`config.mk`:
```
export PLATFORM = sky130hd
export DESIGN_NAME = dat_xfer_sequencer
export DESIGN_NICKNAME = d
export VERILOG_FILES = /design/src/rtl/dat_xfer_sequencer.sv
export SDC_FILE = /design/constraint.sdc
export NUM_CORES = 1
export LEC_CHECK = 0
export CAP_MARGIN = 0
export CORE_MARGIN = 2
export CORE_UTILIZATION = 49
export DETAILED_ROUTE_END_ITERATION = 7
export GPL_TIMING_DRIVEN = 1
export PLACE_DENSITY = 0.81
export SYNTH_ARGS = -nofsm -noshare
export SYNTH_HDL_FRONTEND = slang
export SYNTH_SLANG_ARGS = --single-unit
```
`constraint.sdc`:
```
create_clock -name host_clk -period 1.9 [get_ports host_clk]
set_input_delay 0.38 -clock host_clk [delete_from_list [all_inputs] [get_ports host_clk]]
set_output_delay 0.38 -clock host_clk [all_outputs]
set_load 0.05 [all_outputs]
```
`src/rtl/dat_xfer_sequencer.sv`:
```
// Host-side DAT transfer sequencer: gates each block on FIFO fill/free space,
// counts blocks, inserts the inter-block gap. Optional watchdog: DAT_SEQ_TIMEOUT_EN.
module dat_xfer_sequencer #(
  parameter int BLOCK_SZ_WIDTH  = 12,
  parameter int BLOCK_CNT_WIDTH = 16,
  parameter int FIFO_LVL_WIDTH  = 6,
  parameter int GAP_CYCLES      = 8,
  parameter int TIMEOUT_CYCLES  = 4096
) (
  input  logic                       host_clk,
  input  logic                       rst,
  input  logic                       resp_recv,
  input  logic                       abort,
  input  logic [BLOCK_SZ_WIDTH-1:0]  block_sz_reg,
  input  logic [BLOCK_CNT_WIDTH-1:0] block_cnt_reg,
  input  logic                       multiple_blk_reg,
  input  logic                       tf_direction_reg,
  input  logic [FIFO_LVL_WIDTH-1:0]  tx_buf_level,
  input  logic [FIFO_LVL_WIDTH-1:0]  rx_buf_free,
  input  logic                       phy_blk_done,
  input  logic                       phy_crc_err,
  output logic                       phy_start_wr,
  output logic                       phy_start_rd,
  output logic                       phy_abort,
  output logic                       busy,
  output logic [BLOCK_CNT_WIDTH-1:0] blk_remaining,
  output logic                       xfer_complete,
  output logic                       xfer_error,
  output logic [1:0]                 err_code
);

  // One extra bit so (block_sz_reg + 3) cannot wrap before the shift.
  localparam int WW = BLOCK_SZ_WIDTH + 1;
  localparam int GW = (GAP_CYCLES > 1) ? $clog2(GAP_CYCLES) : 1;

  localparam logic [1:0] ERR_NONE    = 2'b00;
  localparam logic [1:0] ERR_CRC     = 2'b01;
  localparam logic [1:0] ERR_TIMEOUT = 2'b10;
  localparam logic [1:0] ERR_ABORT   = 2'b11;

  typedef enum logic [2:0] {
    S_IDLE,
    S_CHECK,
    S_XFER,
    S_GAP,
    S_DONE,
    S_ERROR
  } state_t;

  state_t                     state_q, state_d;
  logic                       dir_q, dir_d;
  logic [WW-1:0]              words_q, words_d;
  logic [BLOCK_CNT_WIDTH-1:0] blk_q, blk_d;
  logic [1:0]                 err_q, err_d;
  logic [GW-1:0]              gap_q, gap_d;
  logic                       start_wr_d, start_rd_d, abort_d, cmpl_d, xerr_d;
  logic [WW-1:0]              words_calc;
  logic                       fifo_ok;

`ifdef DAT_SEQ_TIMEOUT_EN
  localparam int TW = (TIMEOUT_CYCLES > 1) ? $clog2(TIMEOUT_CYCLES) : 1;
  logic [TW-1:0] to_q, to_d;
`endif

  assign words_calc = ({1'b0, block_sz_reg} + WW'(3)) >> 2;

  assign fifo_ok = dir_q ? (WW'(rx_buf_free)  >= words_q)
                         : (WW'(tx_buf_level) >= words_q);

  assign busy          = (state_q != S_IDLE);
  assign blk_remaining = blk_q;
  assign err_code      = err_q;

  always_comb begin
    state_d    = state_q;
    dir_d      = dir_q;
    words_d    = words_q;
    blk_d      = blk_q;
    err_d      = err_q;
    gap_d      = gap_q;
    start_wr_d = 1'b0;
    start_rd_d = 1'b0;
    abort_d    = 1'b0;
    cmpl_d     = 1'b0;
    xerr_d     = 1'b0;
`ifdef DAT_SEQ_TIMEOUT_EN
    to_d       = to_q;
`endif

    if (abort && (state_q != S_IDLE)) begin
      // Abort outranks any block completion or FIFO condition in the same cycle.
      state_d = S_IDLE;
      abort_d = 1'b1;
      xerr_d  = 1'b1;
      err_d   = ERR_ABORT;
    end else begin
      unique case (state_q)
        S_IDLE: begin
          if (resp_recv) begin
            dir_d   = tf_direction_reg;
            words_d = words_calc;
            blk_d   = multiple_blk_reg ? block_cnt_reg : BLOCK_CNT_WIDTH'(1);
            err_d   = ERR_NONE;
            if (multiple_blk_reg && (block_cnt_reg == '0)) state_d = S_DONE;
            else                                           state_d = S_CHECK;
          end
        end

        S_CHECK: begin
          if (fifo_ok) begin
            start_wr_d = ~dir_q;
            start_rd_d = dir_q;
            state_d    = S_XFER;
`ifdef DAT_SEQ_TIMEOUT_EN
            to_d       = '0;
`endif
          end
        end

        S_XFER: begin
          if (phy_blk_done) begin
            if (phy_crc_err) begin
              err_d   = ERR_CRC;
              state_d = S_ERROR;
            end else begin
              blk_d   = blk_q - BLOCK_CNT_WIDTH'(1);
              gap_d   = '0;
              state_d = (blk_q == BLOCK_CNT_WIDTH'(1)) ? S_DONE : S_GAP;
            end
          end
`ifdef DAT_SEQ_TIMEOUT_EN
          else if (to_q == TW'(TIMEOUT_CYCLES - 1)) begin
            abort_d = 1'b1;
            err_d   = ERR_TIMEOUT;
            state_d = S_ERROR;
          end else begin
            to_d = to_q + TW'(1);
          end
`endif
        end

        S_GAP: begin
          if (gap_q == GW'(GAP_CYCLES - 1)) state_d = S_CHECK;
          else                              gap_d   = gap_q + GW'(1);
        end

        S_DONE: begin
          cmpl_d  = 1'b1;
          state_d = S_IDLE;
        end

        S_ERROR: begin
          xerr_d  = 1'b1;
          state_d = S_IDLE;
        end

        default: state_d = S_IDLE;
      endcase
    end
  end

  always_ff @(posedge host_clk) begin
    if (rst) begin
      state_q       <= S_IDLE;
      dir_q         <= 1'b0;
      words_q       <= '0;
      blk_q         <= '0;
      err_q         <= ERR_NONE;
      gap_q         <= '0;
      phy_start_wr  <= 1'b0;
      phy_start_rd  <= 1'b0;
      phy_abort     <= 1'b0;
      xfer_complete <= 1'b0;
      xfer_error    <= 1'b0;
`ifdef DAT_SEQ_TIMEOUT_EN
      to_q          <= '0;
`endif
    end else begin
      state_q       <= state_d;
      dir_q         <= dir_d;
      words_q       <= words_d;
      blk_q         <= blk_d;
      err_q         <= err_d;
      gap_q         <= gap_d;
      phy_start_wr  <= start_wr_d;
      phy_start_rd  <= start_rd_d;
      phy_abort     <= abort_d;
      xfer_complete <= cmpl_d;
      xfer_error    <= xerr_d;
`ifdef DAT_SEQ_TIMEOUT_EN
      to_q          <= to_d;
`endif
    end
  end

endmodule
```
==> results of run 1 <==
[metrics by stage]
step | hold WS, ns | instance area, um^2 | TNS (ns) | setup slack (ns) | utilization [%]
3_5_place_dp | 0.456 | 3700 | -4.14 | -0.461 | 72.0
2_1_floorplan | 0.432 | 2630 | 0 | 0.0224 | -
4_1_cts | 0.468 | 3870 | 0 | 0.0155 | 75.3
5_1_grt | 0.501 | 3920 | -0.0350 | -0.0350 | 76.3
3_3_place_gp | 0.448 | 3700 | -3.37 | -0.436 | 72.0
6_report | 0.472 | 3920 | 0 | 0.0205 | 76.3
[sequential cells by signal, indices dropped and copies added (netlist names)]
name and cells:
phy_abort 1, xfer_complete 1, words_q 11, phy_start_rd 1
dir_q 1, state_q 3, gap_q 3, err_code 2
blk_remaining 16, xfer_error 1, phy_start_wr 1
[synthesized netlist by cell type (2+ instances only)]
cell / count
a21oi_1: 31
dfxtp_1: 41
nand2b_1: 7
or4_1: 3
or3_1: 3
a311oi_1: 4
a31oi_1: 8
xor2_1: 6
o21ai_0: 16
ha_1: 16
o21a_1: 3
nor3_1: 13
nand3_1: 14
a211oi_1: 15
inv_1: 15
nor3b_1: 5
nand3b_1: 3
nor4_1: 9
nor2_1: 31
xnor2_1: 3
and3_1: 2
buf_2: 7
o22ai_1: 2
nor2b_1: 5
o32a_1: 2
nand4_1: 7
clkbuf_1: 9
nand2_1: 25
mux2i_1: 2
[worst paths after layout]
path                                               start  slack (ns)  cells past startpoint                       end
worst max-delay path                      rx_buf_free[2]        0.02                      6   state_q[2]$_SDFFE_PP0P_
worst min-delay path            words_q[10]$_SDFFE_PP0P_        0.47                      2  words_q[10]$_SDFFE_PP0P_
worst max register to register   words_q[9]$_SDFFE_PP0P_        0.05                      5   state_q[2]$_SDFFE_PP0P_
worst min register to register  words_q[10]$_SDFFE_PP0P_        0.47                      2  words_q[10]$_SDFFE_PP0P_
[cell families (layout without fill, tap and decap cells)]
group           count (synthesis)  in the layout  share of synthesized area [%]
fa+ha+maj                      16             16                           7.62
compound gates                 95             95                           23.0
buf+inv                        34            147                           5.47
simple gates                  138            138                           28.0
mux                             3              3                           1.62
flops                          41             41                           31.2
xor+xnor                        9              9                           3.00
[worst max-delay path, stage by stage]
cell             delay, ns
clkdlybuf4s50_1       0.41
ha_1                  0.29
nor2_1                0.04
o32a_1                0.37
a311oi_2              0.39
and4_1                0.23
[cells in the final DEF (no fill, tap or decap), types with 6 or more instances in the layout]
cell,synthesis,layout
a211oi_1,15,13
xor2_1,6,6
clkdlybuf4s50_1,0,43
ha_1,16,15
o21ai_0,16,15
inv_1,15,14
nor2_1,31,31
nand4_1,7,7
buf_4,0,70
dfxtp_1,41,38
a31oi_1,8,8
nor4_1,9,8
nand2_1,25,25
nand3_1,14,14
nand2b_1,7,6
a21oi_1,31,31
nor3_1,13,11
[power by group]
part / switching [W] / total, W / internal, W
combinational: 0.00195 / 0.00327 / 0.00132
sequential: 0.000236 / 0.00134 / 0.00110
clock: 0.000323 / 0.000845 / 0.000522
[cell type report]
type | count | share of cell area [%]
clock buffer | 5 | 1.75
clock inverter | 3 | 1.66
inverter | 16 | 1.53
multi-input combinational | 261 | 44.5
sequential | 41 | 21.0
tap | 70 | 2.23
timing repair buffer | 123 | 27.3
[repair_timing]
action,CTS,global route
pin swaps,7,9
setup buffers,0,0
hold endpoints to repair,0,0
endpoints found under the setup margin,4,7
gates resized for setup,12,13
[per-layer routing]
| metal | vias to the layer above | GRT usage (%) | routed length [um] |
|---|---|---|---|
| met5 | - | 0 | 0 |
| met4 | 0 | 7.86 | 65 |
| met3 | 8 | 5.41 | 744 |
| met2 | 167 | 47.2 | 4260 |
| met1 | 1448 | 35.0 | 3500 |
| li1 | 1489 | - | - |
==> results.py, run 1 <==
metrics = {
    "sta": {
        "finalSetupViolCount": 0,
        "finalClockSkew_ns": 0.00910,
        "finalMaxSlewViolations": 0,
        "fmax_mhz": 532,
        "tightest_slew_ns": 0.529,
        "maxSlewHeadroom_pct": 64.7,
        "rsz0062_at_grt": "true",
        "period_needed_ns": 1.88,
        "finalHoldViolations": 0,
        "min_period_over_period_pct": 98.9,
    },
    "grt": {
        "track_usage_pct": 27.5,
        "grt_max_degree": 15,
        "grt.overflow.total": 0,
        "antenna_found_initial": 0,
        "grt_pass1_vias": 2903,
        "grt_pass1_wl_um": 13400,
    },
    "place": {
        "place_inst": 511,
        "port_buffers": 71,
        "dp_hpwl_um": 6360,
        "place.gp.congestion": 0.963,
    },
    "floorplan": {
        "initial_core_util_pct": 51.1,
        "io-pin-count": 72,
        "core_area_um2": 5140,
        "die_x_um": 77.2,
        "design.die.area_um2": 5970,
        "rows": 26,
        "die_y_um": 77.2,
    },
    "layout": {
        "fin_cells": 519,
        "final_nets": 512,
        "register_area_um2": 825,
        "drive_gt1_share_pct": 22.7,
        "nFillCells": 414,
        "multi_input_area_um2": 1750,
        "area_growth_pct": 49.2,
        "diodes": 0,
    },
    "worst_setup_path": {
        "worstPathArrival_ns": 2.12,
        "required_ns": 2.14,
        "startpoint_type": "input port",
        "crit_type": "input port to flip-flop",
        "path_max_fanout": 3,
        "critPathCaptureType": "flip-flop",
    },
    "hold_path": {
        "min_path_type": "flip-flop to flip-flop",
    },
    "yosys": {
        "synth_fp_nets": 400,
        "syn_area_um2": 2630,
        "ys_warn_count": 0,
        "synth_edf_count": 0,
        "synth.distinct_cells": 58,
        "synth.area.top_cells": "dfxtp_1 (31%), ha_1 (7.6%), a21oi_1 (5.9%)",
        "synth_ff_type": "dfxtp_1",
        "yosysSeqAreaShare_pct": 31.2,
        "synth-seq-cells": 41,
        "synth_area_per_cell_um2": 7.82,
        "async_flop_share_pct": 0,
        "yosys.area.top_type": "dfxtp_1",
        "synthCells": 336,
        "synth_top_area_share_pct": 31.2,
    },
    "clock_tree": {
        "h-tree-depth": 2,
        "clkSinkCount": 41,
        "worstSkewPairLatency_ns": 0.30,
        "hold_buffers": 0,
        "cts-root-buf": "clkbuf_8",
        "cts_buffer_depth": 2,
        "cts_buffers": 5,
        "clk_pin_slew_worst_paths_ns": 0.08,
        "tritoncts": "built",
    },
    "detailed_routing": {
        "ant_nets": 0,
        "wl_per_cell_um": 16.5,
        "drt_first_pass_iters": 5,
        "drc": 0,
        "drt_iter0_markers": 324,
        "routed_wl_um": 8570,
        "vias_per_cell": 6.00,
        "vias": 3112,
    },
    "pwr": {
        "power.total_w": 0.00545,
        "powerDensity_nw_per_um2": 1390,
        "leakagePower_nw": 1.63,
        "peakVddDrop_uv": 796,
    },
    "status": {
        "status": "finished, final reports clean",
    },
    "job": {
        "maxCapViolCount": 0,
    },
}
Power figures use the tool's default switching activity.
==> run 2: changes to the inputs <==
Settings changed: CAP_MARGIN 0 to default.
==> results of run 2 <==
No change in the layout: final DEF, timing and power equal those of run 1.
==> run 3: changes to the inputs <==
Settings changed: CORE_MARGIN 2 to 4, CTS_CLUSTER_SIZE from default to 25.
==> run 3 against run 2 <==
Non-clock buffer count shrank 5. Fmax grew 0.96%. Via count shrank 3.2%. Critical path type unchanged. Largest power group unchanged. Highest routed layer unchanged.
==> results.py, run 3 (same netlist as run 1, synthesis figures left out) <==
metrics = {
    "sta": {
        "period_needed_ns": 1.86,
        "finalClockSkew_ns": 0.00473,
        "fmax_mhz": 537,
        "min_period_over_period_pct": 98.0,
        "finalHoldViolations": 0,
        "finalSetupViolCount": 0,
        "tightest_slew_ns": 0.511,
        "setup_tns_ns": 0,
        "finalMaxSlewViolations": 0,
        "maxSlewHeadroom_pct": 65.8,
    },
    "worst_setup_path": {
        "r2r_slack_ns": 0.07,
        "path_max_fanout": 3,
        "required_ns": 2.14,
        "crit_type": "input port to flip-flop",
        "worstRegToRegCells": 5,
        "r2r_start": "blk_remaining[8]$_SDFFE_PP0P_",
        "critPathCaptureType": "flip-flop",
        "startpoint_type": "input port",
        "worstPathArrival_ns": 2.10,
        "r2r-end": "state_q[1]$_SDFFE_PP0P_",
    },
    "place": {
        "dp_hpwl_um": 6280,
        "place_area_um2": 3680,
        "place.gp.congestion": 0.977,
        "place_inst": 506,
        "port_buffers": 71,
    },
    "layout": {
        "fin_cells": 514,
        "diodes": 0,
        "layout_commonest_cell": "buf_4",
        "finalCoreUtilization_pct": 75.7,
        "most-common-layout-cells": "buf_4 (64), clkdlybuf4s50_1 (45), dfxtp_1 (39)",
        "final_nets": 507,
        "final_cell_area_um2": 3890,
        "area_growth_pct": 48.0,
        "drive_gt1_share_pct": 21.4,
        "largest_register_ffs": 16,
    },
    "clock_tree": {
        "cts_setup_buffers": 0,
        "worstSkewPairLatency_ns": 0.29,
        "cts-root-buf": "clkbuf_8",
        "cts_buffers": 5,
        "cts_buffer_depth": 2,
        "clkSinkCount": 41,
        "clk_pin_slew_worst_paths_ns": 0.08,
        "tritoncts": "built",
        "hold_buffers": 0,
        "h-tree-depth": 2,
    },
    "detailed_routing": {
        "drc": 0,
        "drt_first_pass_iters": 5,
        "drt_iter0_markers": 317,
        "routed_wl_um": 8090,
        "ant_nets": 0,
        "wl_per_cell_um": 15.7,
        "vias": 3013,
        "vias_per_cell": 5.86,
    },
    "hold_path": {
        "holdPathEnd": "blk_remaining[14]$_SDFFE_PP0P_",
        "min_path_type": "input port to flip-flop",
        "holdPathStages": 3,
        "hold_start": "block_cnt_reg[14]",
    },
    "floorplan": {
        "core_area_um2": 5140,
        "rows": 26,
        "die_x_um": 81.2,
        "die_y_um": 81.2,
        "io-pin-count": 72,
        "design.die.area_um2": 6600,
        "initial_core_util_pct": 51.1,
    },
    "status": {
        "status": "finished, final reports clean",
    },
    "grt": {
        "grt_pass1_wl_um": 13100,
        "grt_pass1_vias": 2888,
        "grt.overflow.total": 0,
        "grt_max_degree": 29,
        "antenna_found_initial": 0,
        "track_usage_pct": 25.3,
    },
    "job": {
        "maxCapViolCount": 0,
    },
    "pwr": {
        "peakVddDrop_uv": 895,
        "powerDensity_nw_per_um2": 1350,
        "leakagePower_nw": 1.61,
    },
}
run 3: routing by layer:
layer  up-vias  wire (um)  global-route usage [%]  share of wire [%]
met5         -          0                       0                  0
met4         0         97                    7.60                1.2
met3        12        697                    5.65                8.6
met2       152       3900                    42.4                 48
met1      1381       3390                    32.3                 42
li1       1468          -                       -                  -
run 3: how the worst max path moves through the flow:
stage / startpoint / end / slack [ns]
floorplan: blk_remaining[9]$_SDFFE_PP0P_ / state_q[1]$_SDFFE_PP0P_ / 0.02
global placement: rx_buf_free[0] / state_q[2]$_SDFFE_PP0P_ / -0.44
detailed placement: rx_buf_free[0] / state_q[2]$_SDFFE_PP0P_ / -0.46
CTS: block_cnt_reg[13] / state_q[2]$_SDFFE_PP0P_ / 0.002
global route: rx_buf_free[3] / state_q[2]$_SDFFE_PP0P_ / -0.01
finish: rx_buf_free[1] / state_q[2]$_SDFFE_PP0P_ / 0.04
run 3: repair_timing:
item | in CTS | in global routing
setup endpoints to repair | 4 | 6
pin swaps | 5 | 9
resized for setup | 6 | 15
run 3: power by group:
part           internal (W)  leakage, nW  switching [W]  total, W
combinational       0.00128         1.22        0.00190   0.00318
clock              0.000428       0.0585       0.000303  0.000732
sequential          0.00110        0.337       0.000250   0.00135
total               0.00281         1.61        0.00246   0.00527
run 3: worst max-delay path: stages:
cell             delay, ns
clkdlybuf4s50_1       0.41
ha_1                  0.29
a211oi_2              0.06
o32a_1                0.37
a311oi_2              0.36
and4_1                0.23
run 3: cell type report:
cell class	count	area, um^2
Clock inverter	1	30.0
Fill cell	382	1250
Tap cell	70	87.6
Sequential cell	41	823
Inverter	16	60.1
Multi-Input combinational cell	261	1750
Timing Repair Buffer	118	1050
Clock buffer	7	86.3
run 3: stage by stage:
step                      hold slack (ns)  total power (W)  worst slack, ns
after floorplan                     0.432          0.00323           0.0224
after global placement              0.445          0.00427           -0.439
after detailed placement            0.457          0.00434           -0.461
after CTS                           0.470          0.00512          0.00168
after global routing                0.494          0.00561          -0.0113
final                               0.462          0.00527           0.0384
